## src/rtl/add_pd_pulse_detector.sv

```systemverilog
// ---------------------------------------------------------------------------
// add_pd_pulse_detector
//
// Photodetector front-end stage. The asynchronous comparator pulse train is
// brought into the MAIN_CLK_i domain by a two-flop synchroniser. A third flop
// provides rising-edge detection. While enabled, the FSM first waits a
// programmable settle time. It then counts pulse events over back-to-back
// windows of programmable length. At the end of each window it publishes the
// count and a threshold decision.
//
// Optional feature macro: ADD_PD_HYST_EN
//   When defined, the CFREG_PD_HYST_i port exists. Once the flag is set, it
//   only clears when the count falls below (threshold - hysteresis). That
//   difference saturates at 0. When undefined, the flag is simply
//   (count >= threshold) at every evaluation.
//
// Ports
//   MAIN_CLK_i              clock, rising edge
//   N_MAIN_RST_i            asynchronous reset, active-low
//   ANA_PD_EN_i             enable level from CONTROL_MODULE (synchronous)
//   ANA_PD_PULSE_i          raw comparator output (asynchronous)
//   CFREG_PD_SETTLE_i       settle cycles after enable, before first window
//   CFREG_PD_WINDOW_i       window length in cycles (0 behaves as 1)
//   CFREG_PD_THRESHOLD_i    detect threshold (count >= threshold sets flag)
//   CFREG_PD_HYST_i         hysteresis (ADD_PD_HYST_EN builds only)
//   ADD_PD_OUT_OUTFLAG_o    detection result, updated once per window
//   ADD_PD_STA_OUT_READY_o  one-cycle strobe, coincident with each update
//   ADD_PD_COUNT_o          pulse count of the last completed window
// ---------------------------------------------------------------------------
module add_pd_pulse_detector #(
    parameter int CNT_W = 8,
    parameter int WIN_W = 12,
    parameter int SET_W = 8
) (
    input  logic             MAIN_CLK_i,
    input  logic             N_MAIN_RST_i,
    input  logic             ANA_PD_EN_i,
    input  logic             ANA_PD_PULSE_i,
    input  logic [SET_W-1:0] CFREG_PD_SETTLE_i,
    input  logic [WIN_W-1:0] CFREG_PD_WINDOW_i,
    input  logic [CNT_W-1:0] CFREG_PD_THRESHOLD_i,
`ifdef ADD_PD_HYST_EN
    input  logic [CNT_W-1:0] CFREG_PD_HYST_i,
`endif
    output logic             ADD_PD_OUT_OUTFLAG_o,
    output logic             ADD_PD_STA_OUT_READY_o,
    output logic [CNT_W-1:0] ADD_PD_COUNT_o
);

    localparam logic [CNT_W-1:0] CNT_ONE  = CNT_W'(1);
    localparam logic [CNT_W-1:0] CNT_MAX  = '1;
    localparam logic [WIN_W-1:0] WIN_ONE  = WIN_W'(1);
    localparam logic [SET_W-1:0] SET_ONE  = SET_W'(1);

    typedef enum logic [1:0] {
        ST_IDLE   = 2'd0,
        ST_SETTLE = 2'd1,
        ST_COUNT  = 2'd2,
        ST_EVAL   = 2'd3
    } state_t;

    state_t           state_q, state_d;
    logic [2:0]       sync_q;            // [0],[1] synchroniser, [2] edge-detect history
    logic             pulse_evt;
    logic [SET_W-1:0] settle_q, settle_d;
    logic [WIN_W-1:0] win_q, win_d;      // COUNT cycles remaining, including the current one
    logic [WIN_W-1:0] win_eff;
    logic [CNT_W-1:0] cnt_q, cnt_d;
    logic [CNT_W-1:0] cnt_inc;
    logic [CNT_W-1:0] thr_q, thr_d;
    logic [CNT_W-1:0] count_q, count_d;
    logic             flag_q, flag_d;
    logic             ready_q, ready_d;
    logic             flag_eval;
`ifdef ADD_PD_HYST_EN
    logic [CNT_W-1:0] hyst_q, hyst_d;
    logic [CNT_W-1:0] clr_level;
`endif

    // ---------------- input synchroniser and edge detect ----------------
    always_ff @(posedge MAIN_CLK_i or negedge N_MAIN_RST_i) begin
        if (!N_MAIN_RST_i) begin
            sync_q <= '0;
        end else begin
            sync_q <= {sync_q[1:0], ANA_PD_PULSE_i};
        end
    end

    assign pulse_evt = sync_q[1] & ~sync_q[2];

    // ---------------- helpers ----------------
    assign win_eff = (CFREG_PD_WINDOW_i == '0) ? WIN_ONE : CFREG_PD_WINDOW_i;
    assign cnt_inc = (cnt_q == CNT_MAX) ? CNT_MAX : (cnt_q + CNT_ONE);

`ifdef ADD_PD_HYST_EN
    // A set flag holds while the count stays at or above the lowered level.
    assign clr_level = (thr_q > hyst_q) ? (thr_q - hyst_q) : '0;
    assign flag_eval = flag_q ? (cnt_q >= clr_level) : (cnt_q >= thr_q);
`else
    assign flag_eval = (cnt_q >= thr_q);
`endif

    // ---------------- FSM next state / datapath ----------------
    always_comb begin
        state_d  = state_q;
        settle_d = settle_q;
        win_d    = win_q;
        cnt_d    = cnt_q;
        thr_d    = thr_q;
        count_d  = count_q;
        flag_d   = flag_q;
        ready_d  = 1'b0;
`ifdef ADD_PD_HYST_EN
        hyst_d   = hyst_q;
`endif

        if (!ANA_PD_EN_i) begin
            // Disable wins from any state; a partial window is thrown away.
            state_d  = ST_IDLE;
            settle_d = '0;
            win_d    = '0;
            cnt_d    = '0;
            thr_d    = '0;
            count_d  = '0;
            flag_d   = 1'b0;
`ifdef ADD_PD_HYST_EN
            hyst_d   = '0;
`endif
        end else begin
            case (state_q)
                ST_IDLE: begin
                    state_d  = ST_SETTLE;
                    settle_d = CFREG_PD_SETTLE_i;
                end
                ST_SETTLE: begin
                    // Events are ignored here, so the window starts from zero.
                    if (settle_q == '0) begin
                        state_d = ST_COUNT;
                        win_d   = win_eff;
                        thr_d   = CFREG_PD_THRESHOLD_i;
                        cnt_d   = '0;
`ifdef ADD_PD_HYST_EN
                        hyst_d  = CFREG_PD_HYST_i;
`endif
                    end else begin
                        settle_d = settle_q - SET_ONE;
                    end
                end
                ST_COUNT: begin
                    if (pulse_evt) begin
                        cnt_d = cnt_inc;
                    end
                    if (win_q <= WIN_ONE) begin
                        state_d = ST_EVAL;
                    end else begin
                        win_d = win_q - WIN_ONE;
                    end
                end
                ST_EVAL: begin
                    // Publish the finished window; the strobe is registered so
                    // it lines up with the new COUNT/OUTFLAG values.
                    count_d = cnt_q;
                    flag_d  = flag_eval;
                    ready_d = 1'b1;
                    // An event in this cycle belongs to the next window.
                    cnt_d   = pulse_evt ? CNT_ONE : '0;
                    win_d   = win_eff;
                    thr_d   = CFREG_PD_THRESHOLD_i;
`ifdef ADD_PD_HYST_EN
                    hyst_d  = CFREG_PD_HYST_i;
`endif
                    state_d = ST_COUNT;
                end
                default: begin
                    state_d = ST_IDLE;
                end
            endcase
        end
    end

    // ---------------- state registers ----------------
    always_ff @(posedge MAIN_CLK_i or negedge N_MAIN_RST_i) begin
        if (!N_MAIN_RST_i) begin
            state_q  <= ST_IDLE;
            settle_q <= '0;
            win_q    <= '0;
            cnt_q    <= '0;
            thr_q    <= '0;
            count_q  <= '0;
            flag_q   <= 1'b0;
            ready_q  <= 1'b0;
`ifdef ADD_PD_HYST_EN
            hyst_q   <= '0;
`endif
        end else begin
            state_q  <= state_d;
            settle_q <= settle_d;
            win_q    <= win_d;
            cnt_q    <= cnt_d;
            thr_q    <= thr_d;
            count_q  <= count_d;
            flag_q   <= flag_d;
            ready_q  <= ready_d;
`ifdef ADD_PD_HYST_EN
            hyst_q   <= hyst_d;
`endif
        end
    end

    assign ADD_PD_OUT_OUTFLAG_o   = flag_q;
    assign ADD_PD_STA_OUT_READY_o = ready_q;
    assign ADD_PD_COUNT_o         = count_q;

endmodule

```

## config.mk

```make
export PLATFORM = sky130hd
export DESIGN_NAME = add_pd_pulse_detector
export DESIGN_NICKNAME = d
export VERILOG_FILES = /design/src/rtl/add_pd_pulse_detector.sv
export SDC_FILE = /design/constraint.sdc
export NUM_CORES = 1
export LEC_CHECK = 0
export ABC_AREA = 1
export CORE_AREA = 2 2 121 94
export CTS_BUF_LIST = sky130_fd_sc_hd__clkbuf_16
export CTS_CLUSTER_SIZE = 30
export DETAILED_ROUTE_END_ITERATION = 10
export DIE_AREA = 0 0 123 96
export MAX_ROUTING_LAYER = met4
export SLEW_MARGIN = 10
export SYNTH_ARGS = -nofsm -noshare
export SYNTH_HDL_FRONTEND = slang
export SYNTH_SLANG_ARGS = --single-unit
```

## constraint.sdc

```tcl
create_clock -name MAIN_CLK_i -period 1.8 [get_ports MAIN_CLK_i]
set_input_delay 0.36 -clock MAIN_CLK_i [delete_from_list [all_inputs] [get_ports MAIN_CLK_i]]
set_output_delay 0.36 -clock MAIN_CLK_i [all_outputs]
set_load 0.02 [all_outputs]
```

==> flow_summary.yaml <==
die:
  die_h_um: 96
  dieArea_um2: 11810
  start_util: 0.2936
  fp.dieW_um: 123
  rows: 33
  ios: 42
  fp.coreArea_um2: 10650
critical_path:
  reg2regPathDepth: 12
  cpLargestDelayFamily: "buffers and inverters"
  worst-path-buf-inv: 1
  crit_type: "reg -> out"
  path_cells: "clkdlybuf4s50_1"
  r2r_end: "win_q[10]"
  slowest_stage: "clkdlybuf4s50_1"
  crit_arrival_ns: 1.28
  r2r_start: "win_q[0]"
  required_ns: 1.44
  cp-end-kind: "output pin"
  ff2ff_setup_slack_ns: 0.20
  cp-start-kind: "register"
  slowest_delay_ns: 0.62
  crit_path_max_fanout: 2
flow_run:
  drv_cap: 0
grt:
  busiest_layer: "met2"
  grt_max_degree: 44
  gr-total-overflow: 0
  grtUsageMet3: 0.03140
  grt_pass1_vias: 2617
  grt_pass1_wl_mm: 12.19
  met2_usage: 0.2109
  grt_usage: 0.1334
  grtUsageMet1: 0.1754
  antenna_found_initial: 0
timing:
  drv_slew: 0
  setup_viol: 0
  worst_pin_slew_ns: 0.3076
  maxSlewHeadroom: 0.7943
  post-route-min-period_ns: 1.639
  hold_viol_final: 0
  rsz0062_at_grt: "false"
  setup_tns_ns: 0
  period_share: 0.9104
  fin_skew_ns: 0.007442
  fmax_mhz: 610.2
logic_synthesis:
  synth_ff_type: "dfrtp_1"
  muxShareOfSynthArea: 0.003200
  ys_seq_area_frac: 0.4080
  syn_area_um2: 3128
  synth_area_per_cell_um2: 7.556
  synth_cells: 414
  synth.distinct_cells: 29
  yosysWarnings: 0
  yosys.area_share.simple: 0.2796
  synthAdderAreaFrac: 0.06800
  synth-edff-count: 0
  synth_top_family_by_area: "simple AND/OR/NAND/NOR gates"
  synth-xor-area-share: 0.01960
  synth_nets: 463
  synth_compound_area_frac: 0.1412
  async_flop_share: 1.000
  ys_ff_latch: 51
power_and_ir_drop:
  p_sw_frac: 0.4264
  pwr-share-seq: 0.337
  vdd_drop_max_uv: 491.2
  combPwrFrac: 0.478
  power_density_nw_per_um2: 1258
  leakagePower_nw: 1.874
  internal_power_mw: 2.847
  clkPwrFrac: 0.185
  power_switching_mw: 2.116
cells_and_area:
  area_delta_synth_final_pct: 26.08
  multi_input_area_um2: 1608
  final_cell_mix: "nand2_1, dfrtp_1, inv_1"
  diodes: 0
  nFillCells: 1135
  final_common_cell: "nand2_1"
  fin_nets: 520
  seqCellArea_um2: 1276
  drive_gt1_frac: 0.1165
  fin_area_um2: 3944
  stdcell_count: 612
placement:
  port_buffers: 41
  hpwlAfterDp_mm: 5.407
  place_inst: 603
  placedInstanceArea_um2: 3789
  globalplace.congestion: 0.8811
routing:
  detail-route-antenna-nets: 0
  first_iter_violations: 135
  drc: 0
  via_count: 2773
  wire_per_inst_um: 11.53
  drt-total-wl_mm: 7.059
  drt-pass1-iter-count: 4
  viasPerCell: 4.531
hold_path:
  min_path_type: "reg -> reg"
  hold_path_depth: 0
  holdPathEnd: "sync_q[1]"
  worstHoldStart: "sync_q[0]"
cts:
  numCtsBuffers: 5
  cts-root-buf: "clkbuf_16"
  cts_tree: "yes"
  clock_sinks: 51
  clkTransAtPathRegs_ns: 0.06
  htreeDepth: 2
  clock_path_buffers: 2
  clock_latency_ns: 0.29
status:
  status: "finished clean"
==> kinds of logic (layout without fill, tap and decap cells) <==
family / Yosys count / count (layout)
adders and majority gates: 17 / 17
buffers and inverters: 60 / 118
xor gates and xnor gates: 7 / 7
AOI/OAI and AO/OA: 78 / 78
DFF: 51 / 51
muxes: 1 / 1
and+or+nand+nor: 200 / 200
==> worst reg2reg max path, stage by stage (launching register included) <==
cell	delay, ns
dfrtp_1	0.43
inv_1	0.09
ha_1	0.17
inv_1	0.06
nand2_1	0.06
nand2_1	0.06
nor2_2	0.12
nand3_2	0.11
nand4_1	0.13
buf_4	0.15
nor2_1	0.04
nand2_1	0.05
nand2_1	0.04
==> through the flow <==
step           setup WS [ns]    util  power, mW  hold slack [ns]
5_1_grt             0.002913  0.3702      5.421           0.3857
6_report              0.1612  0.3702      4.963           0.3693
4_1_cts               0.1260  0.3695      5.012           0.3736
3_3_place_gp        -0.02229  0.3557      4.011           0.2370
3_5_place_dp        -0.04483  0.3557      4.059           0.2334
2_1_floorplan         0.2410       -      3.437          0.06441
==> metal layers <==
metal / part of all wire / wire length (um) / vias to the layer above
met4: 0.0084 / 59 / 0
met5: 0 / 0 / -
met1: 0.51 / 3587 / 1273
met3: 0.046 / 327 / 5
li1: - / - / 1443
met2: 0.44 / 3085 / 52
==> sequential cells by signal (all words and copies together), names as in the netlist <==
register / count
ADD_PD_COUNT_o: 8
ADD_PD_OUT_OUTFLAG_o: 1
settle_q: 8
sync_q: 3
thr_q: 8
win_q: 12
cnt_q: 8
state_q: 2
ADD_PD_STA_OUT_READY_o: 1
==> synth_stat cells (6+ instances only) <==
cell | n | area [um^2]
a21oi_1 | 9 | 45.04
dfrtp_1 | 51 | 1276
ha_1 | 17 | 212.7
inv_1 | 48 | 180.2
nand2_1 | 117 | 439.2
nand3_1 | 18 | 90.09
nor2_1 | 35 | 131.4
nor2_2 | 7 | 43.79
nor3_1 | 6 | 30.03
o21ai_0 | 31 | 155.2
o21ai_1 | 20 | 100.1
o21ai_2 | 9 | 78.83
==> final cells by class <==
cell class	count	share of cell area
tap	140	0.04442
multi-input combinational	303	0.4077
inverter	51	0.04854
clock buffer	5	0.03173
sequential	51	0.3236
clock inverter	3	0.003173
timing repair buffer	59	0.1409
==> power by group through the flow <==
| stage | Combinational, mW | Clock (mW) | Sequential [mW] |
|---|---|---|---|
| floorplan | 1.79 | 0 | 1.64 |
| global placement | 2.33 | 0 | 1.68 |
| detailed placement | 2.37 | 0 | 1.69 |
| CTS | 2.38 | 0.959 | 1.67 |
| global route | 2.71 | 1.00 | 1.71 |
| finish | 2.37 | 0.917 | 1.67 |
==> how the worst max path moves through the flow <==
stage,from,endpoint,cells after the start
floorplan,win_q[0],win_q[11],12
global placement,ANA_PD_EN_i,cnt_q[0],10
detailed placement,ANA_PD_EN_i,cnt_q[0],10
CTS,settle_q[0],win_q[1],9
global route,win_q[0],win_q[10],12
finish,ADD_PD_COUNT_o[2],ADD_PD_COUNT_o[2],1
==> what timing repair did <==
item | 4_1_cts | 5_1_grt
setup endpoints to repair | 0 | 7
setup buffers | 0 | 0
resized for setup | 0 | 1
hold buffers | 1 | 0
hold endpoints to repair | 8 | 0
No activity file was read; power rests on OpenSTA's default activity.
